`src/rtl/snn_pkg.sv`:
```
`default_nettype none
// ============================================================================
//  Module   : snn_pkg
//  Purpose  : Shared definitions for the SNN core: default network sizes used
//             by the controller, the output layer and the output spike store,
//             plus the output-store state encoding.
//  Revision : 1.0  initial release
// ============================================================================
package snn_pkg;

  // Default sizing shared across the SNN blocks.
  localparam int SNN_NUM_OUTPUTS = 10;
  localparam int SNN_CNT_WIDTH   = 16;
  localparam int SNN_ADDR_WIDTH  = 4;

  // Output spike store states.
  typedef enum logic [1:0] {
    ST_ACCUM = 2'd0,  // counting spikes while the network runs
    ST_STORE = 2'd1,  // sweeping counts into result memory
    ST_DONE  = 2'd2   // sweep finished, winner valid
  } store_state_t;

endpackage : snn_pkg
`default_nettype wire

```
`src/rtl/snn_sat_counter.sv`:
```
`default_nettype none
// ============================================================================
//  Module   : snn_sat_counter
//  Purpose  : WIDTH-bit up counter that sticks at all-ones instead of wrapping.
//  Ports    : clk   - system clock, rising edge
//             rst   - asynchronous active-low reset
//             clr   - synchronous clear, dominates inc
//             inc   - increment request
//             count - current count
//  Revision : 1.0  initial release
// ============================================================================
module snn_sat_counter #(
  parameter int WIDTH = 16
) (
  input  logic             clk,
  input  logic             rst,
  input  logic             clr,
  input  logic             inc,
  output logic [WIDTH-1:0] count
);

  always_ff @(posedge clk or negedge rst) begin
    if (!rst) begin
      count <= '0;
    end else if (clr) begin
      count <= '0;
    end else if (inc && (count != {WIDTH{1'b1}})) begin
      count <= count + WIDTH'(1);
    end
  end

endmodule : snn_sat_counter
`default_nettype wire

```
`src/rtl/snn_output_spike_store.sv`:
```
`default_nettype none
// ============================================================================
//  Module   : snn_output_spike_store
//  Purpose  : Counts output-layer spikes per neuron while the network runs,
//             then, on controller request, sweeps the counts into the result
//             memory (one write per enabled cycle, ascending addresses) while
//             tracking the max-count neuron. outputs_done flags completion.
//  Ports    : clk, rst (async active-low)
//             counts_clr      - clear counters/winner, back to accumulate
//             spike_valid     - spikes_in valid this cycle
//             spikes_in       - spike vector, bit i = neuron i
//             output_cntr_rst - restart sweep at index 0
//             output_cntr_en  - advance sweep by one write
//             mem_wr_en/mem_addr/mem_wr_data - result memory write port
//             winner_idx/winner_cnt          - argmax result
//             outputs_done                   - sweep complete (level)
//  Revision : 1.0  initial release
// ============================================================================
module snn_output_spike_store
  import snn_pkg::*;
#(
  parameter int NUM_OUTPUTS = SNN_NUM_OUTPUTS,
  parameter int CNT_WIDTH   = SNN_CNT_WIDTH,
  parameter int ADDR_WIDTH  = SNN_ADDR_WIDTH
) (
  input  logic                   clk,
  input  logic                   rst,
  input  logic                   counts_clr,
  input  logic                   spike_valid,
  input  logic [NUM_OUTPUTS-1:0] spikes_in,
  input  logic                   output_cntr_rst,
  input  logic                   output_cntr_en,
  output logic                   mem_wr_en,
  output logic [ADDR_WIDTH-1:0]  mem_addr,
  output logic [CNT_WIDTH-1:0]   mem_wr_data,
  output logic [ADDR_WIDTH-1:0]  winner_idx,
  output logic [CNT_WIDTH-1:0]   winner_cnt,
  output logic                   outputs_done
);

  localparam logic [ADDR_WIDTH-1:0] LAST_IDX = ADDR_WIDTH'(NUM_OUTPUTS - 1);

  store_state_t            state, state_nxt;
  logic [ADDR_WIDTH-1:0]   idx, idx_nxt;
  logic                    mem_wr_en_nxt;
  logic [ADDR_WIDTH-1:0]   mem_addr_nxt;
  logic [CNT_WIDTH-1:0]    mem_wr_data_nxt;
  logic [ADDR_WIDTH-1:0]   winner_idx_nxt;
  logic [CNT_WIDTH-1:0]    winner_cnt_nxt;
  logic                    outputs_done_nxt;

  logic [CNT_WIDTH-1:0]    cnt [NUM_OUTPUTS];
  logic [NUM_OUTPUTS-1:0]  spike_inc;
  logic [CNT_WIDTH-1:0]    sel_cnt;

  // Counters only move while accumulating; counts_clr wins inside the counter.
  assign spike_inc = spikes_in & {NUM_OUTPUTS{spike_valid && (state == ST_ACCUM)}};

  for (genvar i = 0; i < NUM_OUTPUTS; i++) begin : g_cnt
    snn_sat_counter #(
      .WIDTH (CNT_WIDTH)
    ) u_cnt (
      .clk   (clk),
      .rst   (rst),
      .clr   (counts_clr),
      .inc   (spike_inc[i]),
      .count (cnt[i])
    );
  end

  // Explicit compare mux keeps the read in range for non-power-of-two sizes.
  always_comb begin
    sel_cnt = '0;
    for (int i = 0; i < NUM_OUTPUTS; i++) begin
      if (idx == ADDR_WIDTH'(i)) begin
        sel_cnt = cnt[i];
      end
    end
  end

  // Next-state and next-output logic.
  always_comb begin
    state_nxt        = state;
    idx_nxt          = idx;
    mem_wr_en_nxt    = 1'b0;
    mem_addr_nxt     = mem_addr;
    mem_wr_data_nxt  = mem_wr_data;
    winner_idx_nxt   = winner_idx;
    winner_cnt_nxt   = winner_cnt;
    outputs_done_nxt = outputs_done;

    if (counts_clr) begin
      state_nxt        = ST_ACCUM;
      idx_nxt          = '0;
      winner_idx_nxt   = '0;
      winner_cnt_nxt   = '0;
      outputs_done_nxt = 1'b0;
    end else if (output_cntr_rst) begin
      // Restart takes precedence over a simultaneous enable: no write.
      state_nxt        = ST_STORE;
      idx_nxt          = '0;
      winner_idx_nxt   = '0;
      winner_cnt_nxt   = '0;
      outputs_done_nxt = 1'b0;
    end else begin
      case (state)
        ST_STORE: begin
          if (output_cntr_en) begin
            mem_wr_en_nxt   = 1'b1;
            mem_addr_nxt    = idx;
            mem_wr_data_nxt = sel_cnt;
            // Strict compare: earlier (lower) index keeps ties.
            if (sel_cnt > winner_cnt) begin
              winner_idx_nxt = idx;
              winner_cnt_nxt = sel_cnt;
            end
            if (idx == LAST_IDX) begin
              state_nxt        = ST_DONE;
              outputs_done_nxt = 1'b1;
            end else begin
              idx_nxt = idx + ADDR_WIDTH'(1);
            end
          end
        end
        ST_DONE: begin
          outputs_done_nxt = 1'b1;
        end
        default: begin
        end
      endcase
    end
  end

  always_ff @(posedge clk or negedge rst) begin
    if (!rst) begin
      state        <= ST_ACCUM;
      idx          <= '0;
      mem_wr_en    <= 1'b0;
      mem_addr     <= '0;
      mem_wr_data  <= '0;
      winner_idx   <= '0;
      winner_cnt   <= '0;
      outputs_done <= 1'b0;
    end else begin
      state        <= state_nxt;
      idx          <= idx_nxt;
      mem_wr_en    <= mem_wr_en_nxt;
      mem_addr     <= mem_addr_nxt;
      mem_wr_data  <= mem_wr_data_nxt;
      winner_idx   <= winner_idx_nxt;
      winner_cnt   <= winner_cnt_nxt;
      outputs_done <= outputs_done_nxt;
    end
  end

endmodule : snn_output_spike_store
`default_nettype wire

```
`config.mk`:
```
export PLATFORM = sky130hd
export DESIGN_NAME = snn_output_spike_store
export DESIGN_NICKNAME = d
export VERILOG_FILES = /design/src/rtl/snn_pkg.sv /design/src/rtl/snn_sat_counter.sv /design/src/rtl/snn_output_spike_store.sv
export SDC_FILE = /design/constraint.sdc
export NUM_CORES = 1
export LEC_CHECK = 0
export BUFFER_PORTS_ARGS = -buffer_cell sky130_fd_sc_hd__buf_2
export CAP_MARGIN = 20
export CORE_ASPECT_RATIO = 0.9
export CORE_UTILIZATION = 55
export CTS_CLUSTER_DIAMETER = 80
export CTS_CLUSTER_SIZE = 25
export DETAILED_ROUTE_END_ITERATION = 16
export GPL_TIMING_DRIVEN = 0
export PLACE_DENSITY = 0.84
export SKIP_CTS_REPAIR_TIMING = 1
export SLEW_MARGIN = 20
export SYNTH_ARGS = -nofsm -noshare
export SYNTH_HDL_FRONTEND = slang
export SYNTH_SLANG_ARGS = --single-unit
```
`constraint.sdc`:
```
create_clock -name clk -period 4.3 [get_ports clk]
set_clock_uncertainty 0.05 [all_clocks]
set_input_delay 0.215 -clock clk [delete_from_list [all_inputs] [get_ports clk]]
set_output_delay 0.215 -clock clk [all_outputs]
set_load 0.005 [all_outputs]
```
* After elaboration in Yosys (flattened, before gate mapping)
Cells that the tools add are included.
** Storage, ports and cells
- Logic and storage cells :: 149
- Output and inout port bits :: 42
- Input bits :: 16
- Bits in registers :: 208
** Cells by class
- Magnitude comparators :: 1
- Reduce and logical (&&, ||, !) cells :: 33
- Equal/unequal tests :: 24
- Add/sub/neg operators :: 11
- Multiplexer cells :: 59
- Bitwise gates (word level) :: 3
** Operator list (count)
- two-way mux 16 bit :: 35
- adder 16 x 1 -> 16 bit (second input constant) :: 10
- inequality test 16 bit (second input constant) :: 10
- two-way mux 4 bit :: 10
- nonzero test 2 bit :: 10
- == test 4 x 3 -> 1 bit (second input constant) :: 4
- greater-than comparator 16 bit :: 1
- AND reduction 3 bit :: 4
- nonzero test 3 bit :: 4
- logical AND 1 bit :: 11
- AND 10 bit :: 1
- two-way mux 2 bit :: 5
- == test 4 x 2 -> 1 bit (second input constant) :: 2
- == test 4 bit (second input constant) :: 2
- two-way mux 1 bit :: 8
- inequality test 4 bit (second input constant) :: 2
- adder 4 x 1 -> 4 bit (second input constant) :: 1
- == test 4 x 1 -> 1 bit (second input constant) :: 1
- logical NOT 4 bit :: 1
- AND reduction 4 bit :: 1
- nonzero test 4 bit :: 1
- inequality test 3 bit (second input constant) :: 1
- == test 2 x 1 -> 1 bit (second input constant) :: 1
- == test 2 bit (second input constant) :: 1
- other kinds (3) :: 4

* Logic depth before layout (Yosys ltp)
- Depth after elaboration :: 17
- Depth in mapped cells :: 16
- Depth with buffers taken out :: 13

* Modules after synthesis
A second synthesis with hierarchy kept.
** Unflattened totals
- Cell total of the unflattened synthesis :: 1496
- Area, all modules :: 13643.1 um^2
** By module, submodules not included
- snn_sat_counter (g_cnt[0].u_cnt ...) :: instances 9, area each 942.2 um^2, cells each 98, seq. area each 400.4 um^2
- snn_output_spike_store :: instances 1, area each 4262.8 um^2, cells each 518, seq. area each 1201.2 um^2
- snn_sat_counter (g_cnt[9].u_cnt) :: instances 1, area each 900.9 um^2, cells each 96, seq. area each 400.4 um^2

* Least setup slack after synthesis
Ideal clock, no wire load.
- Path kind :: register to register
- From :: register idx[0]
- To :: register winner_cnt[15]
- Setup slack :: 0.555 ns
- Clock period less this slack :: 3.745 ns
- Stages on the path, launching flop included :: 17
- Arrival time :: 3.553 ns
- Buffers on the path :: 3
- Library setup time :: 0.142 ns
- Data required time :: 4.108 ns
- Path through :: dfrtp_1 inv_1 ha_1 clkbuf_1 and2b_1 clkbuf_1 a221o_1 nand3_1 o2111a_1 inv_1 ha_1 nand3_1 or3_1 o32a_1 o211ai_1 clkbuf_1 o32ai_1
** Between the ends
- Elaborated cells between the ends (all ways) :: 28
- Classes of those cells :: 1 x order compare; 9 x eq/ne; 15 x mux; 3 x reduce/logical
** RTL lines
- from (decl) :: line snn_output_spike_store.sv:44 : logic [ADDR_WIDTH-1:0] idx, idx_nxt;
- from (signal assigned) :: line snn_output_spike_store.sv:146 : idx <= idx_nxt;
- logical NOT 4 bit :: line snn_output_spike_store.sv:75 : if (idx == ADDR_WIDTH'(i)) begin
- two-way mux 16 bit (9 in a row) :: line snn_output_spike_store.sv:75
- two-way mux 16 bit * :: line snn_output_spike_store.sv:75
- named net sel_cnt[9] :: line snn_output_spike_store.sv:54 : logic [CNT_WIDTH-1:0] sel_cnt;
- greater-than comparator 16 bit * :: line snn_output_spike_store.sv:113 : if (sel_cnt > winner_cnt) begin
- nonzero test 3 bit (no line) *
- AND reduction 3 bit (no line) *
- to (signal assigned) :: line snn_output_spike_store.sv:151 : winner_cnt <= winner_cnt_nxt;
- to (decl) :: line snn_output_spike_store.sv:37 : output logic [CNT_WIDTH-1:0] winner_cnt,
The timed path passes the listed nets; every way through them passes the cells marked *. The select of a mux whose other input is x is not followed.
A chain may end at the register's enable or synchronous reset.

* Worst setup path in the final report
- From :: register idx[1]
- To :: register winner_cnt[6]
The elaborated chain is that of the path after synthesis.

==> impl_metrics.ini <==
[run_status]
status = completed

[hold_path]
hp-class = input port to register
hold_depth = 4

[finish]
final_nets = 1517
antennaDiodeCount = 0
areaGrowthSynthToFinish_pct = 10.0
layout-drive-gt1-share_pct = 8.82

[synthesis]
syn_area_per_cell_um2 = 8.92
yosys_warnings = 0
synth_edf_count = 0
syn-cell-area_um2 = 12400
async_flop_share_pct = 100
synth_top_flop_cell = dfrtp_1
syn_inst = 1391
synthesis.nets = 1439
ys_ff_latch = 208
ys_seq_area_share_pct = 41.9
ys_types = 67

[floorplanning]
start_util_pct = 56.7
die_y_um = 145
die_w_um = 160
die-area_um2 = 23200
std_cell_rows = 51
core_um2 = 21900
io_pins = 58

[power]
clkPwrFrac_pct = 37.0
intPower_mw = 2.62
pwr-share-comb_pct = 6.2
ir_drop_uv = 349
power_density_nw_per_um2 = 256
total_power_mw = 3.50
p_switching_mw = 0.877
p_seq_share_pct = 56.8
p_leak_nw = 5.60
sw_frac_of_total_pct = 25.1

[timing]
final.period_utilization_pct = 99.2
max_freq_mhz = 235
rsz0062_at_grt = true
min_period_ps = 4260
drv_slew = 0
tightest_slew_ps = 923
hold_ws_ps = 83.7
hold_violations = 0
slew_headroom_pct = 38.4
setup_violations = 0

[setup_path]
worstPathArrival_ps = 4590
cp-end-kind = register
critical_path_class = register to register
start_kind = register
required_ps = 4630
r2r_cells = 16
critPathMaxFanout = 10

[routing]
drtIter0Drc = 1499
drc = 0
postRouteAntennaNets = 0
wl_um = 35500
dr.pass1.iters = 6
viasPerCell = 6.39
vias = 11273
wire_per_inst_um = 20.1

[run]
max_cap_viol_count = 0

[clocking]
cts_tree = yes
cts_buffers = 13
cts.clk_slew.worst_paths_ps = 100
clkLatencyLatePin_ps = 480
cts_root_buf = clkbuf_16
cts_max_level = 1
cts.sinks = 208
cts_buffer_depth = 3

[grt]
grt_antenna_before_repair = 0
groute.usage.overall_pct = 30.4
grt_pass1_vias = 10410
grt_start_max_net_pins = 87
grt_pass1_wl_um = 55700
grt-ovfl-total = 0

[place]
place_congestion = 0.976
dp.final_hpwl_um = 26300
portBuffers = 57
routing by layer:
| layer | vias up | GRT usage (%) | part of all wire (%) |
|---|---|---|---|
| li1 | 5137 | - | - |
| met1 | 5507 | 42.7 | 43 |
| met2 | 541 | 47.3 | 45 |
| met3 | 88 | 5.62 | 9.1 |
| met4 | 0 | 10.8 | 3.4 |
| met5 | - | 0 | 0 |
metrics by stage:
step	util (%)	TNS, ps	instance area [um2]	setup WS, ps	instances
after floorplan	-	0	12400	555	1391
after global placement	59.7	-103140	13100	-492	1739
after detailed placement	60.0	-7250	13100	-399	1741
after CTS	61.8	-8610	13500	-458	1761
after global routing	62.4	-497	13700	-49.7	1765
final	62.4	0	13700	36.5	1765
cell families (layout without fill, tap and decap cells):
| logic type | count (synthesis) | after routing | share of synthesized area (%) |
|---|---|---|---|
| flip-flops | 208 | 208 | 41.9 |
| buffers and inverters | 145 | 228 | 4.56 |
| multiplexers | 16 | 16 | 1.36 |
| adder cells (fa/ha/maj) | 32 | 32 | 3.23 |
| AND/OR/NAND/NOR | 599 | 599 | 24.8 |
| AO/OA/AOI/OAI | 264 | 264 | 15.1 |
| XOR/XNOR | 127 | 127 | 8.96 |
final timing paths:
kind	slack (ps)	to	startpoint
min	80	g_cnt[6].u_cnt.count[2]	spikes_in[6]
min in group asynchronous	210	g_cnt[8].u_cnt.count[5]	rst
max	40	winner_cnt[6]	idx[1]
max reg2reg	40	winner_cnt[6]	idx[1]
min reg2reg	430	mem_addr[3]	mem_addr[3]
max in group asynchronous	2890	idx[0]	rst
cell usage in the layout, fill, tap and decap left out, types with 23 or more instances in the layout:
master / synthesis / layout
xnor2_1: 73 / 73
nand2_1: 111 / 111
xor2_1: 54 / 54
buf_2: 5 / 67
o21ai_1: 35 / 37
a211oi_1: 26 / 26
a21oi_1: 53 / 53
inv_1: 54 / 54
clkbuf_1: 82 / 64
and3_1: 29 / 29
nand3_1: 90 / 90
dfrtp_1: 208 / 207
and4_1: 23 / 23
nand4_1: 37 / 37
nand3b_1: 33 / 33
nor2_1: 159 / 159
nor3_1: 31 / 31
ha_1: 32 / 32
synth_stat cells (3+ instances only):
cell,count,area (um2)
or2_2,3,18.8
nand3b_1,33,248
inv_1,54,203
nor2b_1,7,43.8
o31ai_1,6,45.0
nor2_1,159,597
o21ai_1,35,175
or3_1,11,68.8
xor2_1,54,473
and3_1,29,181
mux2_1,7,78.8
nor4_1,6,37.5
a22oi_1,15,113
o2111ai_1,9,78.8
dfrtp_1,208,5200
o22ai_1,5,31.3
a221oi_1,3,26.3
o211ai_1,15,113
nor4b_1,6,52.6
o21a_1,3,22.5
a21oi_1,53,265
o21ai_0,21,105
a31oi_1,3,18.8
nor3b_1,9,67.6
xnor2_1,73,639
a2111oi_1,3,30.0
a211oi_1,26,195
ha_1,32,400
nand3_1,90,450
nand2b_1,14,87.6
o2111a_1,15,169
o32ai_1,16,140
a311oi_1,3,26.3
nand4_1,37,231
and4_1,23,201
a2111oi_0,4,35.0
or4_1,8,60.1
nand2_1,111,417
mux2i_1,9,90.1
and2_1,12,75.1
a221o_1,13,130
nor3_1,31,155
buf_2,5,25.0
clkbuf_1,82,308
cell type report:
cell class	count	area [um2]
well taps	291	364
repair buffers	65	400
inverters	55	206
clock inverters	5	50.0
multi-input cells	1038	6710
clock buffers	15	343
fillers	1815	8230
flip-flops and latches	208	5210
plain buffers	88	375
power by group through the flow:
stage | Sequential [mW] | Combinational (mW) | Clock, mW
3_5_place_dp | 2.02 | 0.208 | 0
6_report | 1.99 | 0.217 | 1.29
2_1_floorplan | 2.02 | 0.0997 | 0
5_1_grt | 1.99 | 0.239 | 1.37
4_1_cts | 1.99 | 0.209 | 1.31
3_3_place_gp | 2.02 | 0.195 | 0
worst max-delay path, cell delays in order, from the launching register on:
cell and delay (ps):
dfrtp_1 420, inv_1 130, ha_1 220, buf_2 200
and2b_2 260, clkbuf_2 190, a221o_1 350, nand3_1 150
o2111a_2 290, inv_1 60, ha_1 280, nand3_1 80
or3_1 430, o32a_1 410, o211a_2 160, buf_2 220
o32ai_2 260
sequential cells by signal, indices dropped and copies added (netlist names):
register           cells
mem_wr_data           16
g_cnt.u_cnt.count    160
winner_cnt            16
outputs_done           1
mem_addr               4
idx                    4
mem_wr_en              1
state                  2
winner_idx             4
No activity file was read; power rests on OpenSTA's default activity.
